<file path="src/rtl/mul_pkg.sv">
// Shared types and constants for the iterative radix-4 Booth multiplier.
package mul_pkg;

  typedef enum logic [1:0] {
    IDLE = 2'd0,
    BUSY = 2'd1,
    DONE = 2'd2
  } state_t;

  localparam logic [2:0] BD_ZERO = 3'd0;
  localparam logic [2:0] BD_P1   = 3'd1;
  localparam logic [2:0] BD_P2   = 3'd2;
  localparam logic [2:0] BD_M1   = 3'd3;
  localparam logic [2:0] BD_M2   = 3'd4;

  // Number of radix-4 digits needed to cover b plus one extension bit.
  function automatic int booth_n(input int b_w);
    return (b_w + 2) / 2;
  endfunction

endpackage

</file>
<file path="src/rtl/booth_r4_enc.sv">
// Radix-4 Booth digit recoder: triplet of multiplier bits to partial product.
// Negative digits return the one's complement; the +1 is carried out on neg.
module booth_r4_enc
  import mul_pkg::*;
#(
  parameter int A_W = 16
) (
  input  logic [2:0]     trip,
  input  logic [A_W+1:0] a_ext,
  output logic [A_W+1:0] pp,
  output logic           neg
);

  logic [2:0] digit_s;

  // Recode the bit triplet into a signed Booth digit.
  always_comb begin
    digit_s = BD_ZERO;
    case (trip)
      3'b001, 3'b010: digit_s = BD_P1;
      3'b011:         digit_s = BD_P2;
      3'b100:         digit_s = BD_M2;
      3'b101, 3'b110: digit_s = BD_M1;
      default:        digit_s = BD_ZERO;
    endcase
  end

  // Select 0, +-A or +-2A for the digit.
  always_comb begin
    pp  = '0;
    neg = 1'b0;
    case (digit_s)
      BD_P1: pp = a_ext;
      BD_P2: pp = {a_ext[A_W:0], 1'b0};
      BD_M1: begin
        pp  = ~a_ext;
        neg = 1'b1;
      end
      BD_M2: begin
        pp  = ~{a_ext[A_W:0], 1'b0};
        neg = 1'b1;
      end
      default: begin
        pp  = '0;
        neg = 1'b0;
      end
    endcase
  end

endmodule

</file>
<file path="src/rtl/mul_booth_seq.sv">
// Iterative radix-4 Booth multiplier, one digit per cycle, signed/unsigned per
// transaction, valid/ready on both sides with bubble-free back-to-back accepts.
module mul_booth_seq
  import mul_pkg::*;
#(
  parameter int A_W = 16,
  parameter int B_W = 16
) (
  input  logic               clk,
  input  logic               rst,
  input  logic               in_valid,
  output logic               in_ready,
  input  logic [A_W-1:0]     a,
  input  logic [B_W-1:0]     b,
  input  logic               tc,
  output logic               out_valid,
  input  logic               out_ready,
  output logic [A_W+B_W-1:0] product
);

  localparam int N     = booth_n(B_W);
  localparam int BX_W  = 2 * N + 1;
  localparam int B_EXT = 2 * N - B_W;
  localparam int ACC_W = A_W + 2 * N + 2;
  localparam int CNT_W = $clog2(N + 1);
  localparam logic [CNT_W-1:0] CNT_LAST = CNT_W'(N - 1);

  state_t               state_r;
  logic [CNT_W-1:0]     cnt_r;
  logic [A_W+1:0]       a_ext_r;
  logic [BX_W-1:0]      b_ext_r;
  logic [ACC_W-1:0]     acc_r;
  logic                 out_valid_r;
  logic [A_W+B_W-1:0]   product_r;

  logic                 accept_s;
  logic [A_W+1:0]       a_ext_s;
  logic [BX_W-1:0]      b_ext_s;
  logic [2:0]           trip_s;
  logic [A_W+1:0]       pp_s;
  logic                 neg_s;
  logic [ACC_W-1:0]     pp_sx_s;
  logic [ACC_W-1:0]     acc_next_s;

  assign in_ready  = (state_r == IDLE) || ((state_r == DONE) && out_ready);
  assign accept_s  = in_valid && in_ready;
  assign out_valid = out_valid_r;
  assign product   = product_r;

  // Extension with sign bits in two's-complement mode; b gets the implicit 0 below its LSB.
  assign a_ext_s = {{2{tc & a[A_W-1]}}, a};
  assign b_ext_s = {{B_EXT{tc & b[B_W-1]}}, b, 1'b0};

  booth_r4_enc #(.A_W(A_W)) u_enc (
    .trip  (trip_s),
    .a_ext (a_ext_r),
    .pp    (pp_s),
    .neg   (neg_s)
  );

  // Current digit triplet and the weighted accumulator update.
  always_comb begin
    trip_s     = 3'(b_ext_r >> {cnt_r, 1'b0});
    pp_sx_s    = {{(2 * N){pp_s[A_W+1]}}, pp_s} + ACC_W'(neg_s);
    acc_next_s = acc_r + (pp_sx_s << {cnt_r, 1'b0});
  end

  // Control FSM, operand capture, accumulation and the registered result.
  always_ff @(posedge clk or posedge rst) begin
    if (rst) begin
      state_r     <= IDLE;
      cnt_r       <= '0;
      a_ext_r     <= '0;
      b_ext_r     <= '0;
      acc_r       <= '0;
      out_valid_r <= 1'b0;
      product_r   <= '0;
    end else begin
      case (state_r)
        IDLE: begin
          if (accept_s) begin
            state_r <= BUSY;
          end
        end
        BUSY: begin
          acc_r <= acc_next_s;
          cnt_r <= cnt_r + CNT_W'(1);
          if (cnt_r == CNT_LAST) begin
            state_r     <= DONE;
            out_valid_r <= 1'b1;
            product_r   <= acc_next_s[A_W+B_W-1:0];
          end
        end
        DONE: begin
          if (out_ready) begin
            out_valid_r <= 1'b0;
            state_r     <= in_valid ? BUSY : IDLE;
          end
        end
        default: begin
          state_r     <= IDLE;
          out_valid_r <= 1'b0;
        end
      endcase
      // in_ready is never high in BUSY, so this cannot collide with accumulation.
      if (accept_s) begin
        a_ext_r <= a_ext_s;
        b_ext_r <= b_ext_s;
        acc_r   <= '0;
        cnt_r   <= '0;
      end
    end
  end

endmodule

</file>
<file path="config.mk">
export PLATFORM = sky130hd
export DESIGN_NAME = mul_booth_seq
export DESIGN_NICKNAME = d
export VERILOG_FILES = /design/src/rtl/mul_pkg.sv /design/src/rtl/booth_r4_enc.sv /design/src/rtl/mul_booth_seq.sv
export SDC_FILE = /design/constraint.sdc
export NUM_CORES = 1
export LEC_CHECK = 0
export CAP_MARGIN = 20
export CORE_MARGIN = 3
export CORE_UTILIZATION = 40
export DETAILED_ROUTE_END_ITERATION = 12
export GPL_ROUTABILITY_DRIVEN = 0
export PLACE_DENSITY = 0.69
export SYNTH_ARGS = -nofsm -noshare
export SYNTH_HDL_FRONTEND = slang
export SYNTH_SLANG_ARGS = --single-unit
</file>
<file path="constraint.sdc">
create_clock -name clk -period 7.95 [get_ports clk]
set_clock_uncertainty 0.05 [all_clocks]
set_input_delay 1.59 -clock clk [delete_from_list [all_inputs] [get_ports clk]]
set_output_delay 1.59 -clock clk [all_outputs]
set_load 0.005 [all_outputs]
</file>
==> flow_summary.yaml <==
status:
  status: "finished, final reports clean"
detailed_routing:
  drt-pass1-iter-count: 5
  num_vias: 8441
  viasPerCell: 6.257
  routedWlPerCell_um: 18.42
  drc: 0
  drt-total-wl_um: 24840
  ant_nets: 0
  drt_iter0_drc: 900
clock_tree:
  root_buffer: "clkbuf_16"
  postCtsSetupBuffers: 0
  postCtsHoldBufs: 0
  clk_pin_slew_ps: 80
  cts_buffers: 9
  clock_latency_ps: 370
  cts_buffer_depth: 2
  cts_sinks: 105
  cts_resized: 0
  htree_levels: 3
  cts_tree: "done"
worst_setup_path:
  startpoint_type: "register"
  end_kind: "register"
  cpPeakStageDelay_ps: 680
  path_buf_inv: 0
  timing_worst_setup_path_type: "reg -> reg"
  cp_data_required_time_ps: 8110
  arrival_ps: 7480
  slowest_stage: "nor2b_1"
  cp_max_fo: 28
  critical_path.top_delay_family: "simple AND/OR/NAND/NOR gates"
sta:
  setup_tns_ps: 0
  timing.fmax_ghz: 0.1366
  period_needed_ps: 7319
  worstMarginPinSlew_ps: 961.0
  rsz0062_at_grt: "false"
  drv_slew: 0
  slew_headroom_pct: 35.73
  setup_viol: 0
  hold_violations: 0
  fin_crit_sh_pct: 92.06
global_routing:
  grt_max_degree: 77
  grt_use_total_pct: 20.68
  overflow: 0
  grt_pass1_vias: 7747
  antenna_found_initial: 0
  grt_pass1_wl_um: 41310
layout:
  layout-drive-gt1-share_pct: 12.29
  antenna_cells: 0
  final_common_cell: "nand2_1"
  layout_common_cells: "134 x nand2_1, 104 x dfrtp_1, 84 x o21ai_0, 75 x nor2_1, 70 x clkdlybuf4s50_1"
  area_growth_pct: 12.53
  nets: 1143
die:
  coreArea_um2: 21420
  die_h_um: 155.0
  dieArea_um2: 24010
  pin_count: 71
  num_rows: 53
  start_util_pct: 41.44
  die_x_um: 155.0
synthesis:
  synth.distinct_cells: 99
  synth_area_leaders: "dfrtp_1 30%, nand2_1 5.7%, ha_1 4.9%"
  ys_dominant_reg_cell: "dfrtp_1"
  ys_async_sr_fraction_pct: 100.0
  synth-seq-cells: 105
  synthCells: 1047
  synth_area_per_cell_um2: 8.478
  yosysTopAreaCell: "dfrtp_1"
  synth_edf_count: 0
  syn-cell-area_um2: 8876
  synth_seq_area_share_pct: 29.60
  netlist.area_leader.share_pct: 29.60
  synth_fp_nets: 1120
  ys_warn_count: 0
placed_design:
  port-buffer-count: 70
  hpwlAfterDp_um: 17790
job:
  max_cap_violations: 0
worst_hold_path:
  hold_path.class: "reg -> reg"
synth_stat cells (9+ instances only):
master      n
buf_2      24
nand2b_1    9
a32oi_1    10
nand2_1   134
nand3_1    28
nor3_1     17
clkbuf_1   41
inv_1      27
a21oi_1    43
nor2_1     75
a21o_1     14
ha_1       35
nor4_1     20
a221o_1     9
a32o_1     10
xnor2_1    20
o22ai_1    33
mux2i_1    12
o21ai_0    84
mux2_2     33
a31oi_1    21
dfrtp_1   105
and2_1     13
xor2_1     15
cell type report:
class	count	area [um^2]
fillers	2086	11430
multi-input cells	832	5758
flip-flops and latches	105	2629
repair buffers	92	865.8
well taps	275	344.1
clock buffers	9	225.2
inverters	30	115.1
clock inverters	6	51.30
layer usage:
metal / global-route usage [%] / vias to the layer above / wire length, um
met5: 0 / - / 0
met1: 30.35 / 4030 / 11290
met2: 31.29 / 353 / 11090
met3: 3.755 / 50 / 1890
met4: 5.719 / 0 / 576
li1: - / 4008 / -
cell families (layout without fill, tap and decap cells):
kind of cell	count (synthesis)	after routing	share of synthesized area, %
adder cells (fa/ha/maj)	36	36	5.159
multiplexers	51	51	6.936
AO/OA/AOI/OAI	342	342	27.53
flip-flops	105	105	29.60
buffers and inverters	110	137	5.625
AND/OR/NAND/NOR	368	368	21.69
XOR/XNOR	35	35	3.454
per-stage QoR:
step / utilization [%] / instance area [um^2] / setup WS [ps] / hold slack [ps] / cells
4_1_cts: 46.63 / 9987 / 713.9 / 439.0 / 1349
3_5_place_dp: 45.34 / 9711 / 719.3 / 420.9 / 1334
5_1_grt: 46.63 / 9988 / 55.05 / 469.4 / 1349
2_1_floorplan: - / 8876 / 1695 / 406.3 / 1047
3_3_place_gp: 45.34 / 9711 / 906.6 / 414.1 / 1334
6_report: 46.63 / 9988 / 631.4 / 429.6 / 1349
path summary, 6_finish.rpt:
check	slack [ps]	to	depth (start not counted)	from
worst max-delay path	630	acc_r[25]$_DFFE_PP0P_	28	cnt_r[3]$_DFFE_PP0P_
worst min-delay path	430	product[15]$_DFFE_PP0P_	2	product[15]$_DFFE_PP0P_
worst max register to register	630	acc_r[25]$_DFFE_PP0P_	28	cnt_r[3]$_DFFE_PP0P_
worst min register to register	430	product[15]$_DFFE_PP0P_	2	product[15]$_DFFE_PP0P_
max in group asynchronous	5060	acc_r[28]$_DFFE_PP0P_	3	rst
min in group asynchronous	1570	acc_r[0]$_DFFE_PP0P_	2	rst
state kept, by name, summed over array words and instances, names as in the netlist:
signal / flops
acc_r: 32
product: 32
a_ext_r: 17
b_ext_r: 17
cnt_r: 4
state_r: 2
out_valid: 1
worst register-to-register path, delay by kind of cell (launching register included):
family / cells / cell delay, ps
simple gates: 11 / 3200
compound gates: 13 / 2470
fa+ha+maj: 3 / 780
flops: 1 / 490
xor+xnor: 1 / 170
Power is left out: the tool's default activity adds up to more than one toggle a clock period on the data nets, which glitch-free logic cannot reach.
